### src/rtl/ram_share_arb_if.sv
// ram_share_arb_if
//   Bundles the requester command/response signals and the RAM control pins
//   used by ram_share_arb.
//   slave  : arbiter view (commands and RD in, Ready/Rsp/RAM controls out)
//   master : environment view (requesters plus RAM primitive)
//   Requester side : Req{0,1}_Valid/Ready/Wr/Addr/WData/Be, Rsp{0,1}_Valid,
//                    Rsp_RData, Busy
//   RAM side       : WA, RA, WD, WEN, WClk_En, RClk_En, RD
interface ram_share_arb_if #(
   parameter int ADDR_W = 10,
   parameter int DATA_W = 16,
   parameter int WEN_W  = 2
);
   logic              Req0_Valid;
   logic              Req0_Ready;
   logic              Req0_Wr;
   logic [ADDR_W-1:0] Req0_Addr;
   logic [DATA_W-1:0] Req0_WData;
   logic [WEN_W-1:0]  Req0_Be;
   logic              Req1_Valid;
   logic              Req1_Ready;
   logic              Req1_Wr;
   logic [ADDR_W-1:0] Req1_Addr;
   logic [DATA_W-1:0] Req1_WData;
   logic [WEN_W-1:0]  Req1_Be;
   logic              Rsp0_Valid;
   logic              Rsp1_Valid;
   logic [DATA_W-1:0] Rsp_RData;
   logic              Busy;
   logic [ADDR_W-1:0] WA;
   logic [ADDR_W-1:0] RA;
   logic [DATA_W-1:0] WD;
   logic [WEN_W-1:0]  WEN;
   logic              WClk_En;
   logic              RClk_En;
   logic [DATA_W-1:0] RD;

   modport slave (
      input  Req0_Valid, Req0_Wr, Req0_Addr, Req0_WData, Req0_Be,
      input  Req1_Valid, Req1_Wr, Req1_Addr, Req1_WData, Req1_Be,
      input  RD,
      output Req0_Ready, Req1_Ready, Rsp0_Valid, Rsp1_Valid, Rsp_RData, Busy,
      output WA, RA, WD, WEN, WClk_En, RClk_En
   );

   modport master (
      output Req0_Valid, Req0_Wr, Req0_Addr, Req0_WData, Req0_Be,
      output Req1_Valid, Req1_Wr, Req1_Addr, Req1_WData, Req1_Be,
      output RD,
      input  Req0_Ready, Req1_Ready, Rsp0_Valid, Rsp1_Valid, Rsp_RData, Busy,
      input  WA, RA, WD, WEN, WClk_En, RClk_En
   );
endinterface

### src/rtl/ram_share_arb.sv
// ram_share_arb
//   Two-requester access controller for a single dual-port block RAM whose
//   write and read clocks are both Clk. Write and read ports are arbitrated
//   independently with round-robin priority; read data is returned on the
//   shared Rsp_RData bus with a per-requester valid, in issue order.
//
//   Ports:
//     Clk   : sole clock (also the RAM WClk/RClk)
//     Rst   : synchronous, active-high reset
//     bus   : ram_share_arb_if.slave -- requester commands/responses, Busy,
//             and the RAM pins WA/RA/WD/WEN/WClk_En/RClk_En/RD
//
//   Parameters: ADDR_W, DATA_W, WEN_W (= DATA_W/8), RD_LAT (1 or 2 only).
//
//   Optional feature: define RAM_ARB_CLEAR_EN to zero the whole RAM after
//   every reset (Busy high, requesters held off for 2**ADDR_W cycles).
module ram_share_arb #(
   parameter int ADDR_W = 10,
   parameter int DATA_W = 16,
   parameter int WEN_W  = 2,
   parameter int RD_LAT = 1
) (
   input  logic           Clk,
   input  logic           Rst,
   ram_share_arb_if.slave bus
);

   typedef enum logic {
      CLEAR = 1'b0,
      RUN   = 1'b1
   } state_t;

`ifdef RAM_ARB_CLEAR_EN
   localparam state_t RST_STATE = CLEAR;
`else
   localparam state_t RST_STATE = RUN;
`endif

   state_t state_q, state_d;
`ifdef RAM_ARB_CLEAR_EN
   logic [ADDR_W-1:0] cnt_q, cnt_d;
`endif
   logic              wr_ptr_q, wr_ptr_d;
   logic              rd_ptr_q, rd_ptr_d;
   logic [RD_LAT-1:0] tag_v_q, tag_id_q;
   logic              tag_v_d, tag_id_d;

   logic              run, clr;
   logic              wc0, wc1, rc0, rc1;
   logic              wg0, wg1, rg0, rg1;
   logic [ADDR_W-1:0] wa_sel, ra_sel;
   logic [DATA_W-1:0] wd_sel;
   logic [WEN_W-1:0]  wen_sel;

   // State register
   always_ff @(posedge Clk) begin
      if (Rst) begin
         state_q  <= RST_STATE;
`ifdef RAM_ARB_CLEAR_EN
         cnt_q    <= '0;
`endif
         wr_ptr_q <= 1'b0;
         rd_ptr_q <= 1'b0;
         tag_v_q  <= '0;
         tag_id_q <= '0;
      end else begin
         state_q  <= state_d;
`ifdef RAM_ARB_CLEAR_EN
         cnt_q    <= cnt_d;
`endif
         wr_ptr_q <= wr_ptr_d;
         rd_ptr_q <= rd_ptr_d;
         tag_v_q[0]  <= tag_v_d;
         tag_id_q[0] <= tag_id_d;
         for (int unsigned i = 1; i < RD_LAT; i++) begin
            tag_v_q[i]  <= tag_v_q[i-1];
            tag_id_q[i] <= tag_id_q[i-1];
         end
      end
   end

   // Next-state logic
   always_comb begin
      state_d = state_q;
`ifdef RAM_ARB_CLEAR_EN
      cnt_d   = cnt_q;
      if (state_q == CLEAR) begin
         cnt_d = cnt_q + 1'b1;
         if (cnt_q == '1) begin
            state_d = RUN;
         end
      end
`else
      state_d = RUN;
`endif
   end

   // Output / arbitration logic
   always_comb begin
      // Commands are never accepted in the reset cycle or while clearing.
      run = !Rst && (state_q == RUN);
      clr = !Rst && (state_q == CLEAR);

      wc0 = bus.Req0_Valid &  bus.Req0_Wr;
      wc1 = bus.Req1_Valid &  bus.Req1_Wr;
      rc0 = bus.Req0_Valid & !bus.Req0_Wr;
      rc1 = bus.Req1_Valid & !bus.Req1_Wr;

      // Pointer value selects the winner only when both compete.
      wg0 = run & wc0 & (!wc1 | !wr_ptr_q);
      wg1 = run & wc1 & (!wc0 |  wr_ptr_q);
      rg0 = run & rc0 & (!rc1 | !rd_ptr_q);
      rg1 = run & rc1 & (!rc0 |  rd_ptr_q);

      wa_sel  = '0;
      wd_sel  = '0;
      wen_sel = '0;
      ra_sel  = '0;
      bus.WClk_En = 1'b0;
      bus.RClk_En = 1'b0;

      if (clr) begin
         bus.WClk_En = 1'b1;
         wen_sel     = '1;
`ifdef RAM_ARB_CLEAR_EN
         wa_sel      = cnt_q;
`endif
      end else if (wg0 | wg1) begin
         bus.WClk_En = 1'b1;
         wa_sel  = wg1 ? bus.Req1_Addr  : bus.Req0_Addr;
         wd_sel  = wg1 ? bus.Req1_WData : bus.Req0_WData;
         wen_sel = wg1 ? bus.Req1_Be    : bus.Req0_Be;
      end

      if (rg0 | rg1) begin
         bus.RClk_En = 1'b1;
         ra_sel      = rg1 ? bus.Req1_Addr : bus.Req0_Addr;
      end

      bus.WA  = wa_sel;
      bus.WD  = wd_sel;
      bus.WEN = wen_sel;
      bus.RA  = ra_sel;

      bus.Req0_Ready = wg0 | rg0;
      bus.Req1_Ready = wg1 | rg1;

      wr_ptr_d = wr_ptr_q;
      if (wg0) wr_ptr_d = 1'b1;
      else if (wg1) wr_ptr_d = 1'b0;

      rd_ptr_d = rd_ptr_q;
      if (rg0) rd_ptr_d = 1'b1;
      else if (rg1) rd_ptr_d = 1'b0;

      tag_v_d  = rg0 | rg1;
      tag_id_d = rg1;

      // Responses are suppressed in the reset cycle so dropped reads never
      // surface.
      bus.Rsp0_Valid = !Rst & tag_v_q[RD_LAT-1] & !tag_id_q[RD_LAT-1];
      bus.Rsp1_Valid = !Rst & tag_v_q[RD_LAT-1] &  tag_id_q[RD_LAT-1];
      bus.Rsp_RData  = bus.RD;

`ifdef RAM_ARB_CLEAR_EN
      bus.Busy = Rst | (state_q == CLEAR);
`else
      bus.Busy = 1'b0;
`endif
   end

endmodule

### src/flat_wrapper.sv
// flat-port wrapper written by rule: the top's interface ports become plain ports
module ram_share_arb_flat 
#(
   parameter int ADDR_W = 10,
   parameter int DATA_W = 16,
   parameter int WEN_W  = 2,
   parameter int RD_LAT = 1
)
  (Clk, Rst, bus_Req0_Valid, bus_Req0_Wr, bus_Req0_Addr, bus_Req0_WData, bus_Req0_Be, bus_Req1_Valid, bus_Req1_Wr, bus_Req1_Addr, bus_Req1_WData, bus_Req1_Be, bus_RD, bus_Req0_Ready, bus_Req1_Ready, bus_Rsp0_Valid, bus_Rsp1_Valid, bus_Rsp_RData, bus_Busy, bus_WA, bus_RA, bus_WD, bus_WEN, bus_WClk_En, bus_RClk_En);
  ram_share_arb_if #(.ADDR_W(ADDR_W), .DATA_W(DATA_W), .WEN_W(WEN_W)) bus_i ();
  input  logic Clk;
  input  logic Rst;
  input wire logic [$bits(bus_i.Req0_Valid)-1:0] bus_Req0_Valid;
  input wire logic [$bits(bus_i.Req0_Wr)-1:0] bus_Req0_Wr;
  input wire logic [$bits(bus_i.Req0_Addr)-1:0] bus_Req0_Addr;
  input wire logic [$bits(bus_i.Req0_WData)-1:0] bus_Req0_WData;
  input wire logic [$bits(bus_i.Req0_Be)-1:0] bus_Req0_Be;
  input wire logic [$bits(bus_i.Req1_Valid)-1:0] bus_Req1_Valid;
  input wire logic [$bits(bus_i.Req1_Wr)-1:0] bus_Req1_Wr;
  input wire logic [$bits(bus_i.Req1_Addr)-1:0] bus_Req1_Addr;
  input wire logic [$bits(bus_i.Req1_WData)-1:0] bus_Req1_WData;
  input wire logic [$bits(bus_i.Req1_Be)-1:0] bus_Req1_Be;
  input wire logic [$bits(bus_i.RD)-1:0] bus_RD;
  output wire logic [$bits(bus_i.Req0_Ready)-1:0] bus_Req0_Ready;
  output wire logic [$bits(bus_i.Req1_Ready)-1:0] bus_Req1_Ready;
  output wire logic [$bits(bus_i.Rsp0_Valid)-1:0] bus_Rsp0_Valid;
  output wire logic [$bits(bus_i.Rsp1_Valid)-1:0] bus_Rsp1_Valid;
  output wire logic [$bits(bus_i.Rsp_RData)-1:0] bus_Rsp_RData;
  output wire logic [$bits(bus_i.Busy)-1:0] bus_Busy;
  output wire logic [$bits(bus_i.WA)-1:0] bus_WA;
  output wire logic [$bits(bus_i.RA)-1:0] bus_RA;
  output wire logic [$bits(bus_i.WD)-1:0] bus_WD;
  output wire logic [$bits(bus_i.WEN)-1:0] bus_WEN;
  output wire logic [$bits(bus_i.WClk_En)-1:0] bus_WClk_En;
  output wire logic [$bits(bus_i.RClk_En)-1:0] bus_RClk_En;
  assign bus_i.Req0_Valid = bus_Req0_Valid;
  assign bus_i.Req0_Wr = bus_Req0_Wr;
  assign bus_i.Req0_Addr = bus_Req0_Addr;
  assign bus_i.Req0_WData = bus_Req0_WData;
  assign bus_i.Req0_Be = bus_Req0_Be;
  assign bus_i.Req1_Valid = bus_Req1_Valid;
  assign bus_i.Req1_Wr = bus_Req1_Wr;
  assign bus_i.Req1_Addr = bus_Req1_Addr;
  assign bus_i.Req1_WData = bus_Req1_WData;
  assign bus_i.Req1_Be = bus_Req1_Be;
  assign bus_i.RD = bus_RD;
  assign bus_Req0_Ready = bus_i.Req0_Ready;
  assign bus_Req1_Ready = bus_i.Req1_Ready;
  assign bus_Rsp0_Valid = bus_i.Rsp0_Valid;
  assign bus_Rsp1_Valid = bus_i.Rsp1_Valid;
  assign bus_Rsp_RData = bus_i.Rsp_RData;
  assign bus_Busy = bus_i.Busy;
  assign bus_WA = bus_i.WA;
  assign bus_RA = bus_i.RA;
  assign bus_WD = bus_i.WD;
  assign bus_WEN = bus_i.WEN;
  assign bus_WClk_En = bus_i.WClk_En;
  assign bus_RClk_En = bus_i.RClk_En;
  ram_share_arb #(.ADDR_W(ADDR_W), .DATA_W(DATA_W), .WEN_W(WEN_W), .RD_LAT(RD_LAT)) u_core (.Clk(Clk), .Rst(Rst), .bus(bus_i));
endmodule
### config.mk
export PLATFORM = sky130hd
export DESIGN_NAME = ram_share_arb_flat
export DESIGN_NICKNAME = d
export VERILOG_FILES = /design/src/rtl/ram_share_arb_if.sv /design/src/rtl/ram_share_arb.sv /design/src/flat_wrapper.sv
export SDC_FILE = /design/constraint.sdc
export NUM_CORES = 1
export LEC_CHECK = 0
export BUFFER_PORTS_ARGS = -buffer_cell sky130_fd_sc_hd__buf_2
export CORE_ASPECT_RATIO = 0.5
export CORE_MARGIN = 2
export CORE_UTILIZATION = 33
export DETAILED_ROUTE_END_ITERATION = 7
export GPL_ROUTABILITY_DRIVEN = 1
export PLACE_DENSITY_LB_ADDON = 0.25
export REMOVE_ABC_BUFFERS = 1
export SYNTH_ARGS = -nofsm -noshare
export SYNTH_HDL_FRONTEND = slang
export SYNTH_SLANG_ARGS = --single-unit
### constraint.sdc
create_clock -name Clk -period 1.4 [get_ports Clk]
set_input_delay 0.14 -clock Clk [delete_from_list [all_inputs] [get_ports Clk]]
set_output_delay 0.14 -clock Clk [all_outputs]
set_load 0.05 [all_outputs]
==> qor.log, run 1 <==
qor: status.status finished with violations
qor: status.violations_in_the_final_reports negative setup slack
qor: floorplan.initial_utilization 0.340
qor: floorplan.ioPinCount 139
qor: worst_setup_path.cp_top_family simple AND/OR/NAND/NOR gates
qor: route.detail_route.wl_per_cell 19.9 um
qor: pwr.power_per_cell_area 514 nW/um^2
qor: logic_synthesis.netlist.top_cell.by_area sky130_fd_sc_hd__o2111ai_1
qor: floorplan.floorplan.rows 15
qor: floorplan.die_x 87.4 um
qor: layout.antenna_cells 0
qor: placement.gp_congestion 0.782
qor: logic_synthesis.synth_xor_xnor_area_share 0
qor: global_routing.antenna_found_initial 0
qor: pwr.total_switching_power 0.000601 W
qor: sta.final.min_clock_period 1580 ps
qor: logic_synthesis.synthTopCellsByArea sky130_fd_sc_hd__o2111ai_1 26%, sky130_fd_sc_hd__buf_4 15%, sky130_fd_sc_hd__nand3_1 15%
qor: route.antenna_violating_nets_post_route 0
qor: worst_setup_path.timing.critical_path.arrival 1440 ps
qor: logic_synthesis.synth_seq_cells 4
qor: global_routing.maximum_number_of_pins_on_one_net_before_global_route_repair 36
qor: worst_setup_path.crit_slowest_cell sky130_fd_sc_hd__or3b_4
qor: global_routing.first_global_vias 1788
qor: clocking.clkSinkCount 4
qor: placement.placed_standard_cell_area 1670 sq um
qor: route.dr_total_vias 1996
qor: floorplan.die-area 3990 sq um
qor: sta.rsz0062_at_grt true
qor: logic_synthesis.synth_top_area_share 0.260
qor: pwr.share_comb_of_total_power 0.707
qor: worst_setup_path.worst-r2r-setup-slack 320 ps
qor: flow_run.drv_cap 0
qor: worst_setup_path.cp.buffers_inverters 2
qor: logic_synthesis.arithmetic_cell_share_of_the_synthesized_area_counting_full_adders_half_adders_and_majority_gates 0
qor: placement.dp.final_hpwl 3.42 mm
qor: worst_setup_path.critical_path_max_stage_delay 390 ps
qor: route.initialDrtViolationCount 276
qor: layout.filler_cell_count 239
qor: layout.seq_area 82.6 sq um
qor: logic_synthesis.synth_seq_area_share 0.0698
qor: pwr.pwr-share-seq 0.101
qor: worst_setup_path.worst_ep_required_time 1260 ps
qor: logic_synthesis.syn_area_cell 6.27 sq um
qor: clocking.clock_tree.buffer_depth 2
qor: layout.final_layout_size_suffix_gt1_frac 0.717
qor: sta.min_period_over_period 1.13
qor: layout.area_delta_synth_final 113%
qor: worst_setup_path.critical_path_start_end_classification flop to output port
qor: pwr.irDropWorstVdd 0.416 mV
qor: clocking.cts-root-buf sky130_fd_sc_hd__clkbuf_8
qor: worst_setup_path.crit_path_max_fanout 10
qor: clocking.cts_tree done
qor: pwr.leakagePower 1.14 nW
qor: route.route.final.wire_length 6.38 mm
qor: logic_synthesis.synth-compound-area-share 0.316
qor: logic_synthesis.synth_top_family_by_area simple AND/OR/NAND/NOR gates
qor: placement.placedCellCount 312
qor: logic_synthesis.synthesis.area 1150 sq um
qor: global_routing.grt.overflow.total 0
qor: pwr.internal_power 0.000652 W
qor: pwr.power.clock.fraction 0.192
qor: placement.port_buffers 105
qor: sta.final_hold_viol_count 0
qor: floorplan.die_y 45.7 um
qor: pwr.fin_total_pwr 0.00125 W
qor: sta.clock_skew 1.95 ps
qor: layout.fin_nets 359
qor: clocking.htree_num_levels 1
qor: logic_synthesis.yosys.cell_types.count 22
qor: clocking.cts.hold.buffers_added 0
qor: layout.finish.cell_count_without_fillers 321
qor: sta.setup_viol_count_final 39
qor: floorplan.coreArea 3380 sq um
qor: worst_setup_path.cp-end-kind output port
qor: layout.multiInputGateArea 1100 sq um
qor: route.detailedRoute.firstPassIterationCount 4
qor: clocking.cts.reportedPaths.clkPinSlew 30 ps
qor: min_path.min_path_type input port to flop
qor: sta.totalNegativeSetupSlack -4530 ps
qor: sta.timing.fmax 634 MHz
qor: global_routing.grt_pass1_wl 8.51 mm
qor: layout.fin_area 2440 sq um
qor: route.vias_per_cell 6.22
qor: logic_synthesis.post_synth_and_or_nand_nor_area_fraction 0.384
qor: worst_setup_path.critical_path.cell_chain or3b_4 -> buf_6 -> nand3_1 -> nand2_1 -> buf_6
qor: clocking.cts_inserted_buffers 3
qor: sta.fin_ws -178 ps
qor: pwr.power.switching_fraction 0.480
qor: logic_synthesis.synth.area.mux_share 0
qor: worst_setup_path.worstSetupStartpointType flop
qor: route.drc 0
qor: logic_synthesis.post_synth_inst_count 183
qor: clocking.clk-insertion-delay-late 220 ps
qor: sta.maxSlewViolCount 0
qor: logic_synthesis.ys.warnings.count 0
qor: global_routing.groute.usage.overall 0.274
qor: worst_setup_path.cpMostUsedCell sky130_fd_sc_hd__buf_6
## cell usage in the layout, fill, tap and decap left out
master and n:
sky130_fd_sc_hd__nand3_1 9, sky130_fd_sc_hd__buf_12 3, sky130_fd_sc_hd__nor2b_1 1, sky130_fd_sc_hd__buf_4 15, sky130_fd_sc_hd__or3b_4 1, sky130_fd_sc_hd__and3_1 2
sky130_fd_sc_hd__a21oi_1 5, sky130_fd_sc_hd__o2111ai_1 28, sky130_fd_sc_hd__conb_1 1, sky130_fd_sc_hd__and3_4 5, sky130_fd_sc_hd__nor3b_2 1, sky130_fd_sc_hd__o2111ai_2 6
sky130_fd_sc_hd__and3b_1 1, sky130_fd_sc_hd__inv_4 1, sky130_fd_sc_hd__nand2b_1 2, sky130_fd_sc_hd__dfxtp_2 2, sky130_fd_sc_hd__o21ai_1 1, sky130_fd_sc_hd__nand3_2 20
sky130_fd_sc_hd__clkinv_1 1, sky130_fd_sc_hd__buf_2 65, sky130_fd_sc_hd__nand2_2 23, sky130_fd_sc_hd__inv_1 1, sky130_fd_sc_hd__a31o_1 4, sky130_fd_sc_hd__nand2_4 1
sky130_fd_sc_hd__buf_16 2, sky130_fd_sc_hd__clkinv_2 1, sky130_fd_sc_hd__buf_8 18, sky130_fd_sc_hd__nand3_4 5, sky130_fd_sc_hd__dfxtp_1 2, sky130_fd_sc_hd__nand3b_1 1
sky130_fd_sc_hd__clkbuf_8 3, sky130_fd_sc_hd__nor3b_1 2, sky130_fd_sc_hd__nand2_1 17, sky130_fd_sc_hd__and2_1 1, sky130_fd_sc_hd__buf_6 28
## cell families (layout without fill, tap and decap cells)
| family | after synthesis | after routing |
|---|---|---|
| AND/OR/NAND/NOR | 92 | 92 |
| AO/OA/AOI/OAI | 44 | 44 |
| buffers and inverters | 42 | 138 |
| flip-flops | 4 | 4 |
| other | 1 | 1 |
## layer usage
metal | GRT usage | share of wire | up-vias
met2 | 0.486 | 0.50 | 132
met4 | 0.0862 | 0.043 | 0
met5 | 0 | 0 | -
li1 | - | - | 871
met3 | 0.0924 | 0.084 | 37
met1 | 0.321 | 0.38 | 956
## metrics by stage
stage / hold WS [ps] / utilization / worst slack (ps)
finish: 132 / 0.722 / -178
CTS: 130 / 0.678 / -137
global placement: 281 / 0.494 / 20.9
global route: 157 / 0.722 / -194
detailed placement: 281 / 0.494 / 17.6
floorplan: 209 / - / -797
## power groups by stage
stage / Sequential [W] / Clock, W / Combinational (W)
floorplan: 0.000126 / 0 / 0.000378
global placement: 0.000125 / 0 / 0.000632
detailed placement: 0.000126 / 0 / 0.000635
CTS: 0.000126 / 0.000247 / 0.000814
global route: 0.000126 / 0.000258 / 0.000917
finish: 0.000126 / 0.000241 / 0.000885
## cells in the mapped netlist
library cell	count
sky130_fd_sc_hd__o2111ai_1	34
sky130_fd_sc_hd__buf_2	7
sky130_fd_sc_hd__buf_4	23
sky130_fd_sc_hd__and3_1	7
sky130_fd_sc_hd__nand2_1	41
sky130_fd_sc_hd__nand3_1	34
sky130_fd_sc_hd__nand3b_1	1
sky130_fd_sc_hd__clkinv_1	2
sky130_fd_sc_hd__a31o_1	4
sky130_fd_sc_hd__nor2b_1	1
sky130_fd_sc_hd__conb_1	1
sky130_fd_sc_hd__inv_1	2
sky130_fd_sc_hd__or3b_1	1
sky130_fd_sc_hd__dfxtp_1	4
sky130_fd_sc_hd__nor3b_1	3
sky130_fd_sc_hd__o21ai_0	1
sky130_fd_sc_hd__buf_6	1
sky130_fd_sc_hd__and3b_1	1
sky130_fd_sc_hd__nand2b_1	2
sky130_fd_sc_hd__a21oi_1	5
sky130_fd_sc_hd__and2_1	1
sky130_fd_sc_hd__clkbuf_1	7
## layout make-up
| class | count | share of cell area |
|---|---|---|
| Sequential cell | 4 | 0.0339 |
| Tap cell | 42 | 0.0215 |
| Inverter | 4 | 0.00770 |
| Clock buffer | 3 | 0.0169 |
| Timing Repair Buffer | 131 | 0.467 |
| Multi-Input combinational cell | 137 | 0.453 |
## what timing repair did
| action | CTS | global route |
|---|---|---|
| gates resized for setup | 143 | 38 |
| buffers inserted | 3 | 0 |
| setup endpoints to repair | 40 | 40 |
| pin swaps | 19 | 15 |
| gates cloned | 3 | 0 |
## worst paths after layout
kind                                 from                           end  depth (start not counted)
min reg2reg  u_core.rd_ptr_q$_SDFFE_PP0P_  u_core.rd_ptr_q$_SDFFE_PP0P_                          3
max reg2reg  u_core.rd_ptr_q$_SDFFE_PP0P_    u_core.tag_id_q$_SDFF_PP0_                          4
max          u_core.rd_ptr_q$_SDFFE_PP0P_                     bus_RA[0]                          5
min                                   Rst  u_core.rd_ptr_q$_SDFFE_PP0P_                          2
## flip-flops by register name, indices dropped and copies added, names as in the netlist
name and flops:
u_core.tag_v_q 1, u_core.rd_ptr_q 1, u_core.tag_id_q 1, u_core.wr_ptr_q 1
## worst reg2reg max path, stage by stage (launching register included)
cell and delay, ps:
sky130_fd_sc_hd__dfxtp_2 310, sky130_fd_sc_hd__or3b_4 390, sky130_fd_sc_hd__nand2_1 130, sky130_fd_sc_hd__buf_4 120, sky130_fd_sc_hd__inv_1 30
Note: power is estimated with default switching activity, not from simulation.
==> inputs of run 2 (changes only) <==
MAX_ROUTING_LAYER = met4   (was unset)
==> run 2 against run 1 <==
Against the previous run:
- utilization stayed put
- hold slack worse by 4.2 ps
- clock-buffer cell count stayed put
- worst setup slack worse by 12 ps
- via count is 0.15% lower
- clock skew hardly changed
- power is 0.50% higher
- the flow still finishes with violations (negative setup slack)
- highest routed layer unchanged
==> qor.log, run 2 (synthesized netlist as in run 1, its figures left out) <==
qor: route.vias_per_cell 6.21 [was 6.22]
qor: sta.final.min_clock_period 1590 ps [was 1580 ps]
qor: status.violations_in_the_final_reports negative setup slack [unchanged]
qor: clocking.clock_tree.buffer_depth 2 [unchanged]
qor: sta.min_period_over_period 1.14 [was 1.13]
qor: flow_run.drv_cap 0 [unchanged]
qor: worst_setup_path.worstSetupStartpointType flop [unchanged]
qor: clocking.cts_inserted_buffers 3 [unchanged]
qor: placement.dp.final_hpwl 3.42 mm [unchanged]
qor: global_routing.grt_pass1_wl 8.51 mm [unchanged]
qor: sta.fin_ws -190 ps [was -178 ps]
qor: clocking.clkSinkCount 4 [unchanged]
qor: sta.clock_skew 1.46 ps [was 1.95 ps]
qor: worst_setup_path.crit_path_max_fanout 10 [unchanged]
qor: pwr.irDropWorstVdd 0.415 mV [was 0.416 mV]
qor: placement.place_worst_setup_slack 17.6 ps [unchanged]
qor: placement.placed_standard_cell_area 1670 sq um [unchanged]
qor: min_path.min_path_type input port to flop [unchanged]
qor: worst_setup_path.timing.critical_path.arrival 1450 ps [was 1440 ps]
qor: route.initialDrtViolationCount 243 [was 276]
qor: global_routing.maximum_number_of_pins_on_one_net_before_global_route_repair 36 [unchanged]
qor: clocking.cts.hold.buffers_added 0 [unchanged]
qor: sta.final_hold_viol_count 0 [unchanged]
qor: worst_setup_path.ff2ff_path_depth 4 [unchanged]
qor: layout.layout.cells.most_common_list 65 x sky130_fd_sc_hd__buf_2, 28 x sky130_fd_sc_hd__o2111ai_1, 28 x sky130_fd_sc_hd__buf_6 [unchanged]
qor: pwr.leakagePower 1.14 nW [unchanged]
qor: route.route.final.wire_length 6.34 mm [was 6.38 mm]
qor: layout.final_layout_size_suffix_gt1_frac 0.717 [unchanged]
qor: clocking.htree_num_levels 1 [unchanged]
qor: layout.antenna_cells 0 [unchanged]
qor: min_path.min_path_cells 2 [unchanged]
qor: status.status finished with violations [unchanged]
qor: floorplan.die_y 45.7 um [unchanged]
qor: route.dr_total_vias 1993 [was 1996]
qor: floorplan.die-area 3990 sq um [unchanged]
qor: worst_setup_path.cp-end-kind output port [unchanged]
qor: floorplan.initial_utilization 0.340 [unchanged]
qor: worst_setup_path.worst_ep_required_time 1260 ps [about the same]
qor: sta.rsz0062_at_grt true [unchanged]
qor: floorplan.coreArea 3380 sq um [unchanged]
qor: clocking.cts.reportedPaths.clkPinSlew 30 ps [about the same]
qor: route.detailedRoute.firstPassIterationCount 4 [unchanged]
qor: clocking.cts_tree done [unchanged]
qor: placement.port_buffers 105 [unchanged]
qor: sta.timing.fmax 629 MHz [was 634 MHz]
qor: global_routing.antenna_found_initial 0 [unchanged]
qor: floorplan.die_x 87.4 um [unchanged]
qor: floorplan.ioPinCount 139 [unchanged]
qor: layout.layout.cells.most_common sky130_fd_sc_hd__buf_2 [unchanged]
qor: placement.gp_congestion 0.793 [was 0.782]
qor: route.antenna_violating_nets_post_route 0 [unchanged]
qor: layout.fin_nets 359 [unchanged]
qor: global_routing.first_global_vias 1790 [was 1788]
qor: sta.holdWs 128 ps [was 132 ps]
qor: route.drc 0 [unchanged]
qor: clocking.cts-root-buf sky130_fd_sc_hd__clkbuf_8 [unchanged]
qor: global_routing.groute.usage.overall 0.283 [was 0.274]
qor: global_routing.grt.overflow.total 0 [unchanged]
qor: layout.filler_cell_count 239 [unchanged]
qor: sta.setup_viol_count_final 39 [unchanged]
qor: sta.maxSlewViolCount 0 [unchanged]
qor: layout.area_delta_synth_final 113% [unchanged]
qor: route.detail_route.wl_per_cell 19.7 um [was 19.9 um]
qor: layout.fin_area 2440 sq um [unchanged]
qor: pwr.power_per_cell_area 516 nW/um^2 [was 514 nW/um^2]
qor: worst_setup_path.critical_path_start_end_classification flop to output port [unchanged]
qor: floorplan.floorplan.rows 15 [unchanged]
qor: clocking.clk-insertion-delay-late 220 ps [about the same]
[run 2: cell counts in the layout (fill, tap and decap cells not counted)]
Identical to the previous run, type by type.
[run 2: path summary, 6_finish.rpt]
| path | startpoint | slack, ps | to |
|---|---|---|---|
| setup / recovery | u_core.rd_ptr_q$_SDFFE_PP0P_ | -190 | bus_RA[0] |
| hold / removal | Rst | 130 | u_core.rd_ptr_q$_SDFFE_PP0P_ |
| setup reg to reg | u_core.rd_ptr_q$_SDFFE_PP0P_ | 320 | u_core.tag_id_q$_SDFF_PP0_ |
| hold reg to reg | u_core.rd_ptr_q$_SDFFE_PP0P_ | 590 | u_core.rd_ptr_q$_SDFFE_PP0P_ |
[run 2: layout make-up]
type | instances | area, sq um | area share
clock buffer | 3 | 41.3 | 0.0169
inverter | 4 | 18.8 | 0.00770
tap | 42 | 52.6 | 0.0215
sequential | 4 | 82.6 | 0.0339
multi-input combinational | 137 | 1100 | 0.453
timing repair buffer | 131 | 1140 | 0.467
[run 2: stage by stage]
step	TNS, ps	std cells	power, W	utilization
after floorplan	-9370	145	0.000504	-
after CTS	-2180	321	0.00119	0.678
after global placement	0	312	0.000757	0.494
after global routing	-5730	321	0.00130	0.722
final	-4720	321	0.00126	0.722
after detailed placement	0	312	0.000761	0.494
[run 2: repair_timing]
| action | CTS | global route |
|---|---|---|
| cloned | 3 | 0 |
| pin swaps | 19 | 15 |
| setup endpoints to repair | 40 | 40 |
| resized for setup | 143 | 38 |
| buffers inserted | 3 | 0 |
[run 2: per-layer routing]
| metal | up-vias | wire [um] | global-route usage |
|---|---|---|---|
| li1 | 869 | - | - |
| met1 | 939 | 2330 | 0.325 |
| met2 | 142 | 3100 | 0.482 |
| met3 | 43 | 614 | 0.0888 |
| met4 | 0 | 294 | 0.0862 |
| met5 | - | 0 | - |
[run 2: power breakdown]
| group | switching [W] | internal [W] | total [W] |
|---|---|---|---|
| logic | 0.000538 | 0.000346 | 0.000884 |
| registers | 0.00000364 | 0.000122 | 0.000126 |
| clock network | 0.0000646 | 0.000184 | 0.000248 |
| total | 0.000606 | 0.000652 | 0.00126 |
[run 2: critical path, stage by stage (launching register included)]
cell and delay, ps:
sky130_fd_sc_hd__dfxtp_2 310, sky130_fd_sc_hd__or3b_4 390, sky130_fd_sc_hd__buf_6 160, sky130_fd_sc_hd__nand3_1 100, sky130_fd_sc_hd__nand2_1 100, sky130_fd_sc_hd__buf_6 170
